<file path="src/rtl/adc_capture_pkg.sv">
// Purpose: shared constants for the ADC frame capture block (register map, bit positions, widths).
// Latency: n/a (constants only).
// Backpressure: n/a.
// Contents: register byte offsets, CTRL/STATUS/DATA bit positions, default sample width,
//           FIFO entry width helper (flag bit + sample).
package adc_capture_pkg;

   localparam int DATA_W_DEF  = 10;
   localparam int ENTRY_W_DEF = DATA_W_DEF + 1;

   // Byte offsets from the block base address
   localparam logic [3:0] OFF_CTRL   = 4'h0;
   localparam logic [3:0] OFF_STATUS = 4'h4;
   localparam logic [3:0] OFF_DATA   = 4'h8;
   localparam logic [3:0] OFF_THRESH = 4'hC;

   // CTRL bits
   localparam int CTRL_EN     = 0;
   localparam int CTRL_FLUSH  = 1;
   localparam int CTRL_IRQ_EN = 2;

   // STATUS bits
   localparam int ST_EMPTY    = 8;
   localparam int ST_FULL     = 9;
   localparam int ST_OVF      = 10;
   localparam int ST_SHORT    = 11;
   localparam int ST_DROP_LSB = 16;

   // DATA bits
   localparam int DATA_VALID = 31;
   localparam int DATA_FLAG  = 16;

   // FIFO entry is {pixel_flag, sample}
   function automatic int entry_w(input int data_w);
      return data_w + 1;
   endfunction

endpackage

</file>
<file path="src/rtl/sync_fifo.sv">
// Purpose: single-clock FIFO with push, pop, one-cycle flush and a registered fill level.
// Latency: a push is visible in o_level/o_pop_dat after 1 cycle; o_pop_dat is the head, read combinationally.
// Backpressure: none upstream; push on full is refused unless a pop happens in the same cycle. Flush beats both.
// Ports: i_clk, i_rst (sync, active-high), i_push/i_push_dat, i_pop, i_flush,
//        o_pop_dat (head entry), o_full, o_empty, o_level (0..DEPTH).
module sync_fifo #(
   parameter int WIDTH = 11,
   parameter int DEPTH = 8
) (
   input  logic                       i_clk,
   input  logic                       i_rst,
   input  logic                       i_push,
   input  logic [WIDTH-1:0]           i_push_dat,
   input  logic                       i_pop,
   input  logic                       i_flush,
   output logic [WIDTH-1:0]           o_pop_dat,
   output logic                       o_full,
   output logic                       o_empty,
   output logic [$clog2(DEPTH):0]     o_level
);

   localparam int AW = $clog2(DEPTH);
   localparam int LW = AW + 1;

   logic [WIDTH-1:0] r_mem [DEPTH];
   logic [AW-1:0]    r_wptr;
   logic [AW-1:0]    r_rptr;
   logic [LW-1:0]    r_count;

   logic w_full;
   logic w_empty;
   logic w_do_push;
   logic w_do_pop;

   assign w_full  = (r_count == LW'(DEPTH));
   assign w_empty = (r_count == '0);

   // A pop frees the slot the push needs, so push on full is fine when paired with a pop.
   assign w_do_pop  = i_pop & ~w_empty & ~i_flush;
   assign w_do_push = i_push & (~w_full | w_do_pop) & ~i_flush;

   always_ff @(posedge i_clk) begin
      if (w_do_push) begin
         r_mem[r_wptr] <= i_push_dat;
      end
   end

   always_ff @(posedge i_clk) begin
      if (i_rst || i_flush) begin
         r_wptr  <= '0;
         r_rptr  <= '0;
         r_count <= '0;
      end else begin
         if (w_do_push) begin
            r_wptr <= r_wptr + 1'b1;
         end
         if (w_do_pop) begin
            r_rptr <= r_rptr + 1'b1;
         end
         case ({w_do_push, w_do_pop})
            2'b10:   r_count <= r_count + 1'b1;
            2'b01:   r_count <= r_count - 1'b1;
            default: r_count <= r_count;
         endcase
      end
   end

   assign o_pop_dat = r_mem[r_rptr];
   assign o_full    = w_full;
   assign o_empty   = w_empty;
   assign o_level   = r_count;

endmodule

</file>
<file path="src/rtl/adc_frame_capture.sv">
// Purpose: capture framed serial ADC words tagged with the pixel flag into a FIFO drained over Wishbone.
// Latency: last sclk pin edge -> STATUS.level in 5 cycles; Wishbone accesses take 1 wait state.
// Backpressure: none on the ADC side; a sample arriving at a full FIFO is dropped, flagged (ovf) and counted.
// Ports: i_wb_clk/i_wb_rst (sync, active-high), Wishbone classic slave (i_wb_cyc/stb/we/addr/data,
//        o_wb_ack/o_wb_data), async ADC inputs (i_adc_frame, i_adc_sclk, i_adc_sdata, i_pixel_flag),
//        o_irq level interrupt on FIFO fill threshold.
module adc_frame_capture
   import adc_capture_pkg::*;
#(
   parameter int          DATA_W     = DATA_W_DEF,
   parameter int          FIFO_DEPTH = 8,
   parameter logic [31:0] BASE_ADDR  = 32'h3000_0100
) (
   input  logic        i_wb_clk,
   input  logic        i_wb_rst,
   input  logic        i_wb_cyc,
   input  logic        i_wb_stb,
   input  logic        i_wb_we,
   input  logic [31:0] i_wb_addr,
   input  logic [31:0] i_wb_data,
   output logic        o_wb_ack,
   output logic [31:0] o_wb_data,
   input  logic        i_adc_frame,
   input  logic        i_adc_sclk,
   input  logic        i_adc_sdata,
   input  logic        i_pixel_flag,
   output logic        o_irq
);

   localparam int EW = entry_w(DATA_W);
   localparam int CW = $clog2(DATA_W + 1);
   localparam int LW = $clog2(FIFO_DEPTH) + 1;
   localparam logic [CW-1:0] CNT_LAST = CW'(DATA_W - 1);
   localparam logic [CW-1:0] CNT_FULL = CW'(DATA_W);

   // ---------------------------------------------------------------- input capture
   logic r_frame_m, r_frame_s, r_frame_d;
   logic r_sclk_m,  r_sclk_s,  r_sclk_d, r_sclk_rise;
   logic r_sdata_m, r_sdata_s;
   logic r_flag_m,  r_flag_s;

   logic w_frame_rise;
   logic w_frame_fall;

   assign w_frame_rise = r_frame_s & ~r_frame_d;
   assign w_frame_fall = ~r_frame_s & r_frame_d;

   // ---------------------------------------------------------------- deserializer state
   logic [DATA_W-1:0] r_shift;
   logic [CW-1:0]     r_cnt;
   logic              r_armed;
   logic              r_push;
   logic [EW-1:0]     r_push_dat;
   logic              r_short_evt;

   // ---------------------------------------------------------------- register file state
   logic        r_ack;
   logic [31:0] r_rdata;
   logic        r_en;
   logic        r_irq_en;
   logic [3:0]  r_thresh;
   logic        r_ovf;
   logic        r_short;
   logic [7:0]  r_drop_cnt;

   // ---------------------------------------------------------------- FIFO
   logic [EW-1:0] w_head;
   logic          w_full;
   logic          w_empty;
   logic [LW-1:0] w_level;
   logic [3:0]    w_level4;
   logic          w_pop;
   logic          w_flush;
   logic          w_drop;

   always_ff @(posedge i_wb_clk) begin
      if (i_wb_rst) begin
         r_frame_m   <= 1'b0;
         r_frame_s   <= 1'b0;
         r_frame_d   <= 1'b0;
         r_sclk_m    <= 1'b0;
         r_sclk_s    <= 1'b0;
         r_sclk_d    <= 1'b0;
         r_sclk_rise <= 1'b0;
         r_sdata_m   <= 1'b0;
         r_sdata_s   <= 1'b0;
         r_flag_m    <= 1'b0;
         r_flag_s    <= 1'b0;
         r_shift     <= '0;
         r_cnt       <= '0;
         r_armed     <= 1'b0;
         r_push      <= 1'b0;
         r_push_dat  <= '0;
         r_short_evt <= 1'b0;
      end else begin
         r_frame_m   <= i_adc_frame;
         r_frame_s   <= r_frame_m;
         r_frame_d   <= r_frame_s;
         r_sclk_m    <= i_adc_sclk;
         r_sclk_s    <= r_sclk_m;
         r_sclk_d    <= r_sclk_s;
         r_sclk_rise <= r_sclk_s & ~r_sclk_d;
         r_sdata_m   <= i_adc_sdata;
         r_sdata_s   <= r_sdata_m;
         r_flag_m    <= i_pixel_flag;
         r_flag_s    <= r_flag_m;

         r_push      <= 1'b0;
         r_short_evt <= 1'b0;

         // r_armed ensures a frame already in flight when enable (or reset) changes is never
         // captured half-way; only a fresh frame rising edge while enabled starts a word.
         if (!r_en) begin
            r_armed <= 1'b0;
            r_cnt   <= '0;
            r_shift <= '0;
         end else if (w_frame_rise) begin
            r_armed <= 1'b1;
            r_cnt   <= '0;
            r_shift <= '0;
         end else if (w_frame_fall) begin
            if (r_armed && (r_cnt != '0) && (r_cnt != CNT_FULL)) begin
               r_short_evt <= 1'b1;
            end
            r_cnt   <= '0;
            r_shift <= '0;
         end else if (r_armed && r_frame_s && r_sclk_rise && (r_cnt != CNT_FULL)) begin
            // Counter parks at DATA_W so surplus edges in the same frame are ignored.
            r_shift <= {r_shift[DATA_W-2:0], r_sdata_s};
            r_cnt   <= r_cnt + 1'b1;
            if (r_cnt == CNT_LAST) begin
               r_push     <= 1'b1;
               r_push_dat <= {r_flag_s, r_shift[DATA_W-2:0], r_sdata_s};
            end
         end
      end
   end

   // ---------------------------------------------------------------- Wishbone decode
   logic       w_hit;
   logic       w_access;
   logic       w_wr;
   logic       w_rd;
   logic [3:0] w_off;

   assign w_hit    = (i_wb_addr[31:4] == BASE_ADDR[31:4]);
   assign w_off    = {i_wb_addr[3:2], 2'b00};
   // Blocking on r_ack makes each held cyc&stb produce exactly one ack pulse.
   assign w_access = i_wb_cyc & i_wb_stb & ~r_ack & w_hit;
   assign w_wr     = w_access & i_wb_we;
   assign w_rd     = w_access & ~i_wb_we;

   // Pop and flush act on the same edge that raises ack, so the next access already sees the result.
   assign w_pop   = w_rd & (w_off == OFF_DATA) & ~w_empty;
   assign w_flush = w_wr & (w_off == OFF_CTRL) & i_wb_data[CTRL_FLUSH];
   assign w_drop  = r_push & w_full & ~w_pop & ~w_flush;

   sync_fifo #(
      .WIDTH (EW),
      .DEPTH (FIFO_DEPTH)
   ) u_fifo (
      .i_clk      (i_wb_clk),
      .i_rst      (i_wb_rst),
      .i_push     (r_push),
      .i_push_dat (r_push_dat),
      .i_pop      (w_pop),
      .i_flush    (w_flush),
      .o_pop_dat  (w_head),
      .o_full     (w_full),
      .o_empty    (w_empty),
      .o_level    (w_level)
   );

   assign w_level4 = 4'(w_level);

   logic [31:0] w_status;
   logic [31:0] w_data_word;
   logic [31:0] w_rmux;

   always_comb begin
      w_status                       = '0;
      w_status[3:0]                  = w_level4;
      w_status[ST_EMPTY]             = w_empty;
      w_status[ST_FULL]              = w_full;
      w_status[ST_OVF]               = r_ovf;
      w_status[ST_SHORT]             = r_short;
      w_status[ST_DROP_LSB +: 8]     = r_drop_cnt;
   end

   always_comb begin
      w_data_word = '0;
      if (!w_empty) begin
         w_data_word[DATA_VALID]   = 1'b1;
         w_data_word[DATA_FLAG]    = w_head[DATA_W];
         w_data_word[DATA_W-1:0]   = w_head[DATA_W-1:0];
      end
   end

   always_comb begin
      w_rmux = '0;
      case (w_off)
         OFF_CTRL: begin
            w_rmux[CTRL_EN]     = r_en;
            w_rmux[CTRL_IRQ_EN] = r_irq_en;
         end
         OFF_STATUS: w_rmux = w_status;
         OFF_DATA:   w_rmux = w_data_word;
         OFF_THRESH: w_rmux[3:0] = r_thresh;
         default:    w_rmux = '0;
      endcase
   end

   always_ff @(posedge i_wb_clk) begin
      if (i_wb_rst) begin
         r_ack      <= 1'b0;
         r_rdata    <= '0;
         r_en       <= 1'b0;
         r_irq_en   <= 1'b0;
         r_thresh   <= 4'd1;
         r_ovf      <= 1'b0;
         r_short    <= 1'b0;
         r_drop_cnt <= '0;
      end else begin
         r_ack   <= w_access;
         r_rdata <= w_rd ? w_rmux : '0;

         if (w_wr) begin
            case (w_off)
               OFF_CTRL: begin
                  r_en     <= i_wb_data[CTRL_EN];
                  r_irq_en <= i_wb_data[CTRL_IRQ_EN];
               end
               OFF_STATUS: begin
                  if (i_wb_data[ST_OVF]) begin
                     r_ovf <= 1'b0;
                  end
                  if (i_wb_data[ST_SHORT]) begin
                     r_short <= 1'b0;
                  end
                  r_drop_cnt <= '0;
               end
               OFF_THRESH: r_thresh <= i_wb_data[3:0];
               default: ;
            endcase
         end

         // New events win over a coincident software clear.
         if (r_short_evt) begin
            r_short <= 1'b1;
         end
         if (w_drop) begin
            r_ovf <= 1'b1;
            if (r_drop_cnt != 8'hFF) begin
               r_drop_cnt <= r_drop_cnt + 8'd1;
            end
         end
      end
   end

   assign o_wb_ack  = r_ack;
   assign o_wb_data = r_rdata;
   assign o_irq     = r_irq_en & (w_level4 >= r_thresh) & (r_thresh != 4'd0);

   logic w_unused;
   assign w_unused = &{1'b0, i_wb_data[31:12], i_wb_data[9:4], i_wb_addr[1:0]};

endmodule

</file>
<file path="config.mk">
export PLATFORM = sky130hd
export DESIGN_NAME = adc_frame_capture
export DESIGN_NICKNAME = d
export VERILOG_FILES = /design/src/rtl/adc_capture_pkg.sv /design/src/rtl/sync_fifo.sv /design/src/rtl/adc_frame_capture.sv
export SDC_FILE = /design/constraint.sdc
export NUM_CORES = 1
export LEC_CHECK = 0
export CAP_MARGIN = 5
export CORE_MARGIN = 10
export CORE_UTILIZATION = 58
export CTS_CLUSTER_DIAMETER = 200
export CTS_CLUSTER_SIZE = 28
export DETAILED_ROUTE_END_ITERATION = 10
export PLACE_DENSITY = 0.85
export SLEW_MARGIN = 0
export SYNTH_ARGS = -nofsm -noshare
export SYNTH_HDL_FRONTEND = slang
export SYNTH_SLANG_ARGS = --single-unit
</file>
<file path="constraint.sdc">
create_clock -name i_wb_clk -period 7.8 [get_ports i_wb_clk]
set_input_delay 1.56 -clock i_wb_clk [delete_from_list [all_inputs] [get_ports i_wb_clk]]
set_output_delay 1.56 -clock i_wb_clk [all_outputs]
set_load 0.005 [all_outputs]
</file>
==> run_results.csv, run 1 <==
group,metric,value,unit
global_routing,antenna_found_initial,0,
global_routing,grt_max_degree,41,
power,p_switching,0.408,mW
cts,clk_path_buf_depth,2,
die,num_io_pins,107,
logic_synthesis,synth_flop_cell,"dfxtp_1",
logic_synthesis,avgSynthCellArea,13.2,µm²
timing,drv_slew,0,
critical_path,max_stage_delay,550,ps
cts,post_cts_resized,0,
placed_design,hpwlAfterDp,10.8,mm
layout,num_antenna_cells,0,
logic_synthesis,yosys.area.top_type,"edfxtp_1",
logic_synthesis,synth.distinct_cells,56,
timing,worst_pin_slew,1060,ps
timing,finalSetupTns,0,ps
worst_hold_path,hold_end,"r_sclk_rise",
critical_path,worstPathArrival,4970,ps
timing,fmax,217,MHz
logic_synthesis,ys_async_sr_fraction,0,%
power,p_int,1.45,mW
placed_design,routabilityCongestion,0.856,
logic_synthesis,yosys.area.top_type_share,36.3,%
cts,h-tree-depth,4,
cts,post_cts_buffers,0,
layout,nNetsFinal,713,
cts,cts_tree,"yes",
layout,multi_input_area,0.00269,mm²
layout,area_growth,19.7,%
global_routing,grt_pass1_wl,25.8,mm
placed_design,numPortBuffers,67,
logic_synthesis,syn_inst,551,
logic_synthesis,synth_area,0.00727,mm²
critical_path,crit_fanout,9,
timing,period_minus_slack,4610,ps
cts,clockRootBuffer,"clkbuf_16",
cts,cts_buffers,17,
run_status,outcome,"finished clean",
critical_path,cp-start-kind,"input pin",
critical_path,reg2reg_setup_slack,4420,ps
global_routing,grt_remaining_overflow,0,
power,combPwrFrac,2.4,%
worst_hold_path,min_path_type,"reg -> reg",
placed_design,place_ws,2720,ps
critical_path,r2r_start,"o_wb_ack",
die,fp.dieArea,0.0174,mm²
die,fp-row-count,40,
logic_synthesis,synth.top_cells.by_area,"edfxtp_1 (36%), dfxtp_1 (24%), mux4_2 (6.8%), mux2i_1 (4.4%), ha_1 (3.4%)",
global_routing,grt_pass1_vias,4769,
job,maxCapViolations,0,
layout,final_common_cell,"dfxtp_1",
power,p_clk_share,45.5,%
route,detailedRoute.firstPassIterationCount,5,
route,drtIter0Drc,447,
layout,layout_common_cells,"dfxtp_1 (89), edfxtp_1 (88), clkdlybuf4s50_1 (67), nor2_1 (48), nand2_1 (43)",
worst_hold_path,holdPathStages,1,
timing,setup_violations,0,
route,avgRoutedWirePerCell,20.3,µm
power,peakVddDrop,0.000149,V
critical_path,r2r_cells,12,
timing,hold_violations,0,
route,drt-total-wl,16.2,mm
logic_synthesis,synth_edf_count,88,
die,core,0.0122,mm²
worst_hold_path,worstHoldStart,"r_sclk_d",
layout,regArea,0.00442,mm²
logic_synthesis,ys_warn_count,0,
layout,fillCellCount,784,
route,viasPerCell,5.79,
cts,cts.sinks,177,
power,p_sw_share,22.0,%
power,powerDensity,214,mW/mm²
timing,rsz0062_at_grt,"no",
timing,layout_setup_ws,3190,ps
critical_path,criticalPathCategory,"in -> reg",
timing,skew,11.8,ps
cts,clkTransAtPathRegs,70,ps
cts,cts_hold_buf,0,
timing,period_share,59.1,%
die,die_width,132,µm
power,p_leak,2.98,nW
critical_path,cp.required,8160,ps
route,remaining_drc_errors,0,
route,vias,4632,
die,fp.dieH,132,µm
critical_path,path_cells,"clkdlybuf4s50_1, nor4_1, nand4_1, nor4_4, o211a_4, inv_4, ha_1, ha_1, a21o_1, a21oi_1, xnor2_1, or3_1, a21oi_1",
die,initial_core_util,59.8,%
critical_path,cp-end-kind,"flop",
logic_synthesis,ys_ff_latch,177,
global_routing,grt_usage,18.9,%
layout,drive_gt1_share,13.1,%
route,ant_nets,0,
critical_path,timing.rr.end,"u_fifo.o_level[3]",
cts,clk_latency,430,ps
critical_path,crit_path_top_delay_cell,"nor4_4",
logic_synthesis,ys_seq_area_share,60.8,%
power,p_seq_share,52.1,%
timing,relSlewSlack,29.1,%
cells in the mapped netlist (5+ instances only):
cell type  count
a21oi_1       24
and3_1        14
buf_4         11
clkbuf_1      16
dfxtp_1       89
edfxtp_1      88
ha_1          20
inv_1         19
mux2i_1       32
mux4_2        22
nand2_1       43
nand3_1        8
nand4_1        5
nor2_1        48
nor2b_1       10
nor3_1         5
nor3b_1        5
nor4_1         8
nor4b_2        5
o21ai_0       12
per-stage QoR:
step	power (mW)	utilization [%]	cells	area, µm²	hold slack (ps)
2_1_floorplan	1.01	-	561	7310	367
3_3_place_gp	1.03	66.7	768	8120	374
3_5_place_dp	1.03	66.7	768	8120	375
4_1_cts	1.87	71.6	800	8700	385
5_1_grt	1.91	71.6	800	8700	389
6_report	1.86	71.6	800	8700	382
metal layers:
layer	vias up	track usage, %	share of wire, %
li1	2157	-	-
met1	2307	20.9	39
met2	138	33.0	53
met3	30	5.53	5.3
met4	0	8.34	2.3
met5	-	0	0
critical path: cells and delay by family:
kind / cells / cell delay (ps)
buffers and inverters: 2 / 530
and+or+nand+nor: 4 / 1440
adders and majority gates: 2 / 510
xor gates and xnor gates: 1 / 110
AOI/OAI and AO/OA: 4 / 810
cells by family (layout without fill, tap and decap cells):
group,Yosys count,in the layout,synth area share [%]
AND/OR/NAND/NOR,176,176,14.1
XOR/XNOR,7,7,0.843
multiplexers,54,54,11.2
flip-flops,177,177,60.8
buffers and inverters,54,125,3.47
other,1,11,0.0516
AO/OA/AOI/OAI,61,61,5.80
adder cells (fa/ha/maj),21,21,3.72
layout make-up:
type | instances | area share (%)
sequential | 177 | 50.8
multi-input combinational | 330 | 30.9
timing repair buffer | 73 | 8.22
clock buffer | 17 | 4.89
tap | 168 | 2.41
clock inverter | 15 | 1.87
inverter | 20 | 0.891
power groups by stage:
stage / clock, mW / combinational (mW) / sequential, mW
6_report: 0.845 / 0.0445 / 0.969
5_1_grt: 0.894 / 0.0478 / 0.969
3_5_place_dp: 0 / 0.0436 / 0.990
3_3_place_gp: 0 / 0.0418 / 0.990
2_1_floorplan: 0 / 0.0183 / 0.990
4_1_cts: 0.853 / 0.0440 / 0.969
state kept, by name, indices dropped and copies added, names as in the netlist, 3 cells and up, named ones only:
register        cells
u_fifo.r_wptr       3
r_push_dat         11
r_cnt               4
r_thresh            4
u_fifo.r_mem       88
r_shift             9
o_wb_data          21
r_drop_cnt          8
u_fifo.o_level      4
u_fifo.r_rptr       3
how the worst max path moves through the flow:
stage / start / end / cells past startpoint
floorplan: i_wb_addr[19] / u_fifo.r_mem[0][0] / 6
global placement: i_wb_addr[18] / u_fifo.o_level[3] / 13
detailed placement: i_wb_addr[23] / u_fifo.o_level[3] / 13
CTS: i_wb_addr[23] / u_fifo.o_level[3] / 13
global route: i_wb_addr[18] / u_fifo.o_level[3] / 13
finish: i_wb_addr[18] / u_fifo.o_level[3] / 13
No activity file was read; power rests on OpenSTA's default activity.
==> inputs of run 2 (changes only) <==
--- a/config.mk
+++ b/config.mk
@@ -7,11 +7,11 @@
 export LEC_CHECK = 0
 export CAP_MARGIN = 5
 export CORE_MARGIN = 10
-export CORE_UTILIZATION = 58
+export CORE_UTILIZATION = 49
 export CTS_CLUSTER_DIAMETER = 200
 export CTS_CLUSTER_SIZE = 28
 export DETAILED_ROUTE_END_ITERATION = 10
-export PLACE_DENSITY = 0.85
+export PLACE_DENSITY = 0.76
 export SLEW_MARGIN = 0
 export SYNTH_ARGS = -nofsm -noshare
 export SYNTH_HDL_FRONTEND = slang
==> constraint.sdc (replaced) <==
create_clock -name i_wb_clk -period 4.1 [get_ports i_wb_clk]
set_input_delay 0.82 -clock i_wb_clk [delete_from_list [all_inputs] [get_ports i_wb_clk]]
set_output_delay 0.82 -clock i_wb_clk [all_outputs]
set_load 0.005 [all_outputs]
==> run 2 against run 1 <==
  * Sequential power increased by 90%
  * Largest power group unchanged
  * Routed wire length shrank 6.1%
  * Hold slack better by 9.2 ps
  * Highest routed layer unchanged
  * Power rose by 86%
  * Global-route usage fell by 3.3 points
  * First-iteration DRC count is 6.0% lower
  * Setup slack worse by 2600 ps
==> run_results.csv, run 2 (synthesized netlist as in run 1, its figures left out) <==
group,metric,value,unit
timing,drv_slew,0,
layout,largest_reg_flops,88,
cts,cts_buffers,17,
timing,period_minus_slack,3510,ps
layout,layout_common_cells,"dfxtp_1 (89), edfxtp_1 (88), clkdlybuf4s50_1 (67), nor2_1 (48), nand2_1 (43)",
critical_path,r2r_cells,11,
critical_path,cp-start-kind,"input pin",
route,detailedRoute.firstPassIterationCount,4,
layout,drive_gt1_share,14.3,%
route,viasPerCell,5.50,
worst_hold_path,holdPathStages,1,
layout,top_register,"u_fifo.r_mem",
critical_path,r2r_start,"u_fifo.o_level[3]",
cts,cts.sinks,177,
critical_path,critical_path_buf_inv_count,2,
route,avgRoutedWirePerCell,18.4,µm
timing,fmax,285,MHz
timing,skew,9.32,ps
timing,hold_violations,0,
global_routing,grt_pass1_wl,24.5,mm
timing,finalSetupTns,0,ps
critical_path,crit_path_top_delay_cell,"clkdlybuf4s50_1",
timing,worst_pin_slew,1030,ps
timing,rsz0062_at_grt,"no",
route,ant_nets,0,
placed_design,routabilityCongestion,0.788,
cts,post_cts_resized,0,
worst_hold_path,worstHoldStart,"r_sclk_d",
critical_path,cp.required,4460,ps
global_routing,grt_pass1_vias,4685,
layout,area_growth,20.2,%
power,power,3.45,mW
global_routing,grt_remaining_overflow,0,
placed_design,place_area,0.00818,mm²
critical_path,critPathTopFamily,"simple AND/OR/NAND/NOR gates",
worst_hold_path,hold_end,"r_sclk_rise",
die,fp.dieArea,0.0201,mm²
die,core,0.0145,mm²
cts,clk_latency,430,ps
run_status,outcome,"finished clean",
die,die_width,142,µm
job,maxCapViolations,0,
power,peakVddDrop,0.000303,V
cts,post_cts_buffers,0,
layout,fillCellCount,1133,
critical_path,path_cells,"clkdlybuf4s50_1, nor4b_2, nand4_2, nor4_4, o211a_4, inv_4, ha_1, ha_1, a21o_1, a21oi_1, xnor2_1, or3_1, a21oi_1",
power,powerDensity,395,mW/mm²
critical_path,timing.rr.end,"u_fifo.o_level[3]",
worst_hold_path,min_path_type,"reg -> reg",
placed_design,place_ws,172,ps
die,fp-row-count,44,
route,remaining_drc_errors,0,
power,p_leak,3.00,nW
placed_design,placed_cells,794,
critical_path,criticalPathCategory,"in -> reg",
die,fp.dieH,142,µm
global_routing,grt_usage,15.7,%
route,drt-total-wl,15.2,mm
critical_path,worstPathArrival,3860,ps
cts,clk_path_buf_depth,2,
timing,relSlewSlack,31.2,%
die,num_io_pins,107,
route,vias,4540,
critical_path,max_stage_delay,440,ps
timing,setup_violations,0,
layout,final_common_cell,"dfxtp_1",
critical_path,critPathLaunch,"i_wb_addr[10]",
critical_path,cp-end-kind,"flop",
placed_design,numPortBuffers,67,
cts,h-tree-depth,4,
die,initial_core_util,50.1,%
layout,instances_no_fill,826,
critical_path,crit_fanout,9,
global_routing,antenna_found_initial,0,
critical_path,reg2reg_setup_slack,1000,ps
placed_design,hpwlAfterDp,10.5,mm
global_routing,grt_max_degree,32,
layout,stdcell_area,0.00874,mm²
layout,nNetsFinal,723,
cts,clkTransAtPathRegs,60,ps
timing,period_share,85.5,%
cts,cts_hold_buf,0,
layout,num_antenna_cells,0,
cts,cts_tree,"yes",
cts,clockRootBuffer,"clkbuf_16",
timing,layout_setup_ws,593,ps
route,drtIter0Drc,420,
==> run 2: cell types whose count changed in the layout (fill, tap and decap cells not counted), moves of 3 or more <==
cell / change
buf_4: +10
inv_8: -5
clkinvlp_4: +4
nor4_2: +3
==> run 2: cell type report <==
| class | instances | area, µm² | area share, % |
|---|---|---|---|
| clock buffers | 19 | 433 | 4.95 |
| multi-input cells | 330 | 2660 | 30.4 |
| clock inverters | 13 | 128 | 1.46 |
| repair buffers | 83 | 791 | 9.04 |
| flip-flops and latches | 177 | 4420 | 50.6 |
| inverters | 20 | 77.6 | 0.887 |
| well taps | 184 | 230 | 2.63 |
==> run 2: per-layer routing <==
layer  GRT usage (%)  up-vias  part of all wire, %
li1                -     2173                    -
met1            18.2     2253                   40
met2            27.3       89                   54
met3            2.84       25                  4.2
met4            7.32        0                  2.2
met5               0        -                    0
==> run 2: worst max path at each step <==
stage | cells past startpoint | slack (ps) | endpoint
floorplan | 6 | 490 | u_fifo.r_mem[0][0]
global placement | 13 | 220 | u_fifo.o_level[3]
detailed placement | 13 | 170 | u_fifo.o_level[3]
CTS | 13 | 590 | u_fifo.o_level[3]
global route | 13 | 440 | u_fifo.o_level[3]
finish | 13 | 590 | u_fifo.o_level[3]
==> run 2: worst reg2reg max path: cells and delay by family, from the launching register on <==
kind / cells / cell delay (ps)
flip-flops: 1 / 420
XOR/XNOR: 1 / 80
AND/OR/NAND/NOR: 2 / 390
AO/OA/AOI/OAI: 5 / 1510
buffers and inverters: 1 / 140
adder cells (fa/ha/maj): 2 / 490
==> run 2: report_power, final <==
part,internal [mW],total (mW),switching (mW),leakage (nW)
Sequential,1.84,1.84,0.00162,1.53
Combinational,0.0480,0.0836,0.0356,1.21
Clock,0.846,1.53,0.680,0.259
Total,2.74,3.45,0.717,3.00
==> run 2: stage by stage <==
step	utilization, %	hold WS [ps]
2_1_floorplan	-	367
3_3_place_gp	56.3	375
3_5_place_dp	56.3	387
4_1_cts	60.2	396
5_1_grt	60.2	402
6_report	60.2	391
==> inputs of run 3 (changes only) <==
--- a/config.mk
+++ b/config.mk
@@ -7,11 +7,11 @@
 export LEC_CHECK = 0
 export CAP_MARGIN = 5
 export CORE_MARGIN = 10
-export CORE_UTILIZATION = 49
+export CORE_UTILIZATION = 45
 export CTS_CLUSTER_DIAMETER = 200
 export CTS_CLUSTER_SIZE = 28
 export DETAILED_ROUTE_END_ITERATION = 10
-export PLACE_DENSITY = 0.76
+export PLACE_DENSITY = 0.71
 export SLEW_MARGIN = 0
 export SYNTH_ARGS = -nofsm -noshare
 export SYNTH_HDL_FRONTEND = slang
==> run 3 against run 2 <==
  * First-iteration DRC count is 8.8% lower
  * Clock skew up 9.5 ps
  * Maximum frequency decreased by 1.8%
  * Largest cell class unchanged
  * Largest power group unchanged
==> run_results.csv, run 3 (synthesized netlist as in run 1, its figures left out) <==
group,metric,value,unit
die,initial_core_util,45.8,%
global_routing,grt_remaining_overflow,0,
critical_path,crit_path_top_delay_cell,"clkdlybuf4s50_1",
critical_path,path_cells,"clkdlybuf4s50_1, nor4_1, nand4_1, nor4_4, o211a_4, inv_4, ha_1, ha_1, a21o_1, a21oi_1, xnor2_1, or3_1, a21oi_1",
timing,rsz0062_at_grt,"no",
worst_hold_path,min_path_type,"reg -> reg",
route,detailedRoute.firstPassIterationCount,5,
cts,cts_buffers,17,
global_routing,antenna_found_initial,0,
critical_path,cp-start-kind,"input pin",
timing,fmax,280,MHz
cts,clk_path_buf_depth,2,
route,wl_met2,7.94,mm
cts,post_cts_buffers,0,
route,vias,4608,
route,avgRoutedWirePerCell,17.7,µm
timing,skew,18.8,ps
power,p_leak,3.02,nW
route,ant_nets,0,
cts,cts_hold_buf,0,
power,p_seq_share,52.7,%
die,fp-row-count,46,
cts,post_cts_resized,0,
cts,h-tree-depth,4,
layout,layout_common_cells,"dfxtp_1 (89), edfxtp_1 (88), clkdlybuf4s50_1 (67), nor2_1 (48), nand2_1 (43)",
placed_design,hpwlAfterDp,10.5,mm
die,core,0.0159,mm²
route,remaining_drc_errors,0,
timing,period_share,87.1,%
timing,layout_setup_ws,529,ps
route,drt-total-wl,15.2,mm
job,maxCapViolations,0,
route,top_layer,"met4",
critical_path,criticalPathCategory,"in -> reg",
placed_design,place_ws,95.9,ps
layout,area_growth,20.8,%
route,routed-wl-met3,529,µm
placed_design,routabilityCongestion,0.816,
global_routing,grt_max_degree,33,
route,viasPerCell,5.38,
die,num_io_pins,107,
die,fp.dieH,147,µm
global_routing,grt_pass1_vias,4686,
power,p_switching,0.695,mW
critical_path,cp-end-kind,"flop",
power,p_sw_share,19.9,%
timing,finalSetupTns,0,ps
cts,clkTransAtPathRegs,60,ps
cts,cts.sinks,177,
layout,final_common_cell,"dfxtp_1",
timing,relSlewSlack,22.5,%
critical_path,max_stage_delay,400,ps
timing,setup_violations,0,
die,fp.dieArea,0.0217,mm²
layout,regArea,0.00442,mm²
layout,num_antenna_cells,0,
timing,drv_slew,0,
global_routing,grt_pass1_wl,24.5,mm
placed_design,numPortBuffers,67,
power,peakVddDrop,0.000309,V
layout,fillCellCount,1317,
route,drt-met1-wl,6.39,mm
layout,nNetsFinal,722,
critical_path,cp.required,4450,ps
layout,drive_gt1_share,13.9,%
cts,cts_tree,"yes",
power,p_clk_share,44.9,%
power,combPwrFrac,2.4,%
run_status,outcome,"finished clean",
global_routing,grt_usage,14.1,%
layout,top_register,"u_fifo.r_mem",
power,powerDensity,398,mW/mm²
power,power,3.50,mW
timing,period_minus_slack,3570,ps
timing,hold_violations,0,
die,die_width,147,µm
timing,worst_pin_slew,1160,ps
critical_path,crit_fanout,9,
layout,largest_reg_flops,88,
critical_path,worstPathArrival,3920,ps
layout,multi_input_area,0.00265,mm²
cts,clockRootBuffer,"clkbuf_16",
route,drtIter0Drc,383,
power,p_int,2.80,mW
cts,clk_latency,430,ps
-- run 3: cell types whose count changed in the layout (fill, tap and decap cells not counted) --
cell,before,now
buf_4,16,15
bufinv_16,1,2
clkbuf_1,2,1
clkbuf_8,0,1
clkinv_1,0,2
clkinv_2,1,3
clkinv_4,1,3
clkinvlp_4,5,1
inv_6,4,1
nor4_1,4,5
nor4_2,5,4
-- run 3: worst max-delay path: cells and delay by family --
family,cells,cell delay (ps)
buffers and inverters,2,480
adders and majority gates,2,510
and+or+nand+nor,4,1290
xor gates and xnor gates,1,90
AOI/OAI and AO/OA,4,730
-- run 3: worst paths after layout --
kind	start	endpoint	slack, ps	cells past startpoint
min reg2reg	r_sclk_d	r_sclk_rise	390	1
max reg2reg	u_fifo.o_level[3]	u_fifo.o_level[3]	1020	11
min	r_sclk_d	r_sclk_rise	390	1
max	i_wb_addr[19]	u_fifo.o_level[3]	530	13
-- run 3: area by class of cell --
| class | count | area share [%] |
|---|---|---|
| Clock buffer | 19 | 5.04 |
| Clock inverter | 13 | 1.55 |
| Timing Repair Buffer | 82 | 8.91 |
| Multi-Input combinational cell | 330 | 30.2 |
| Tap cell | 216 | 3.08 |
| Sequential cell | 177 | 50.3 |
| Inverter | 20 | 0.883 |
-- run 3: power groups by stage --
stage          Combinational [mW]  Sequential, mW  Clock, mW
2_1_floorplan              0.0349            1.88          0
3_3_place_gp               0.0798            1.88          0
3_5_place_dp               0.0822            1.88          0
4_1_cts                    0.0825            1.84       1.59
5_1_grt                    0.0905            1.84       1.66
6_report                   0.0833            1.84       1.57
-- run 3: per-layer routing --
layer / track usage [%] / vias to the layer above
met3: 2.79 / 22
met2: 24.5 / 109
met5: 0 / -
met4: 5.95 / 0
met1: 16.7 / 2301
li1: - / 2176
-- run 3: metrics by stage --
step | hold slack [ps] | utilization (%) | area, µm² | instances
detailed placement | 384 | 51.7 | 8210 | 825
finish | 388 | 55.3 | 8790 | 857
global placement | 376 | 51.7 | 8210 | 825
global route | 411 | 55.3 | 8790 | 857
floorplan | 367 | - | 7310 | 561
CTS | 392 | 55.3 | 8790 | 857
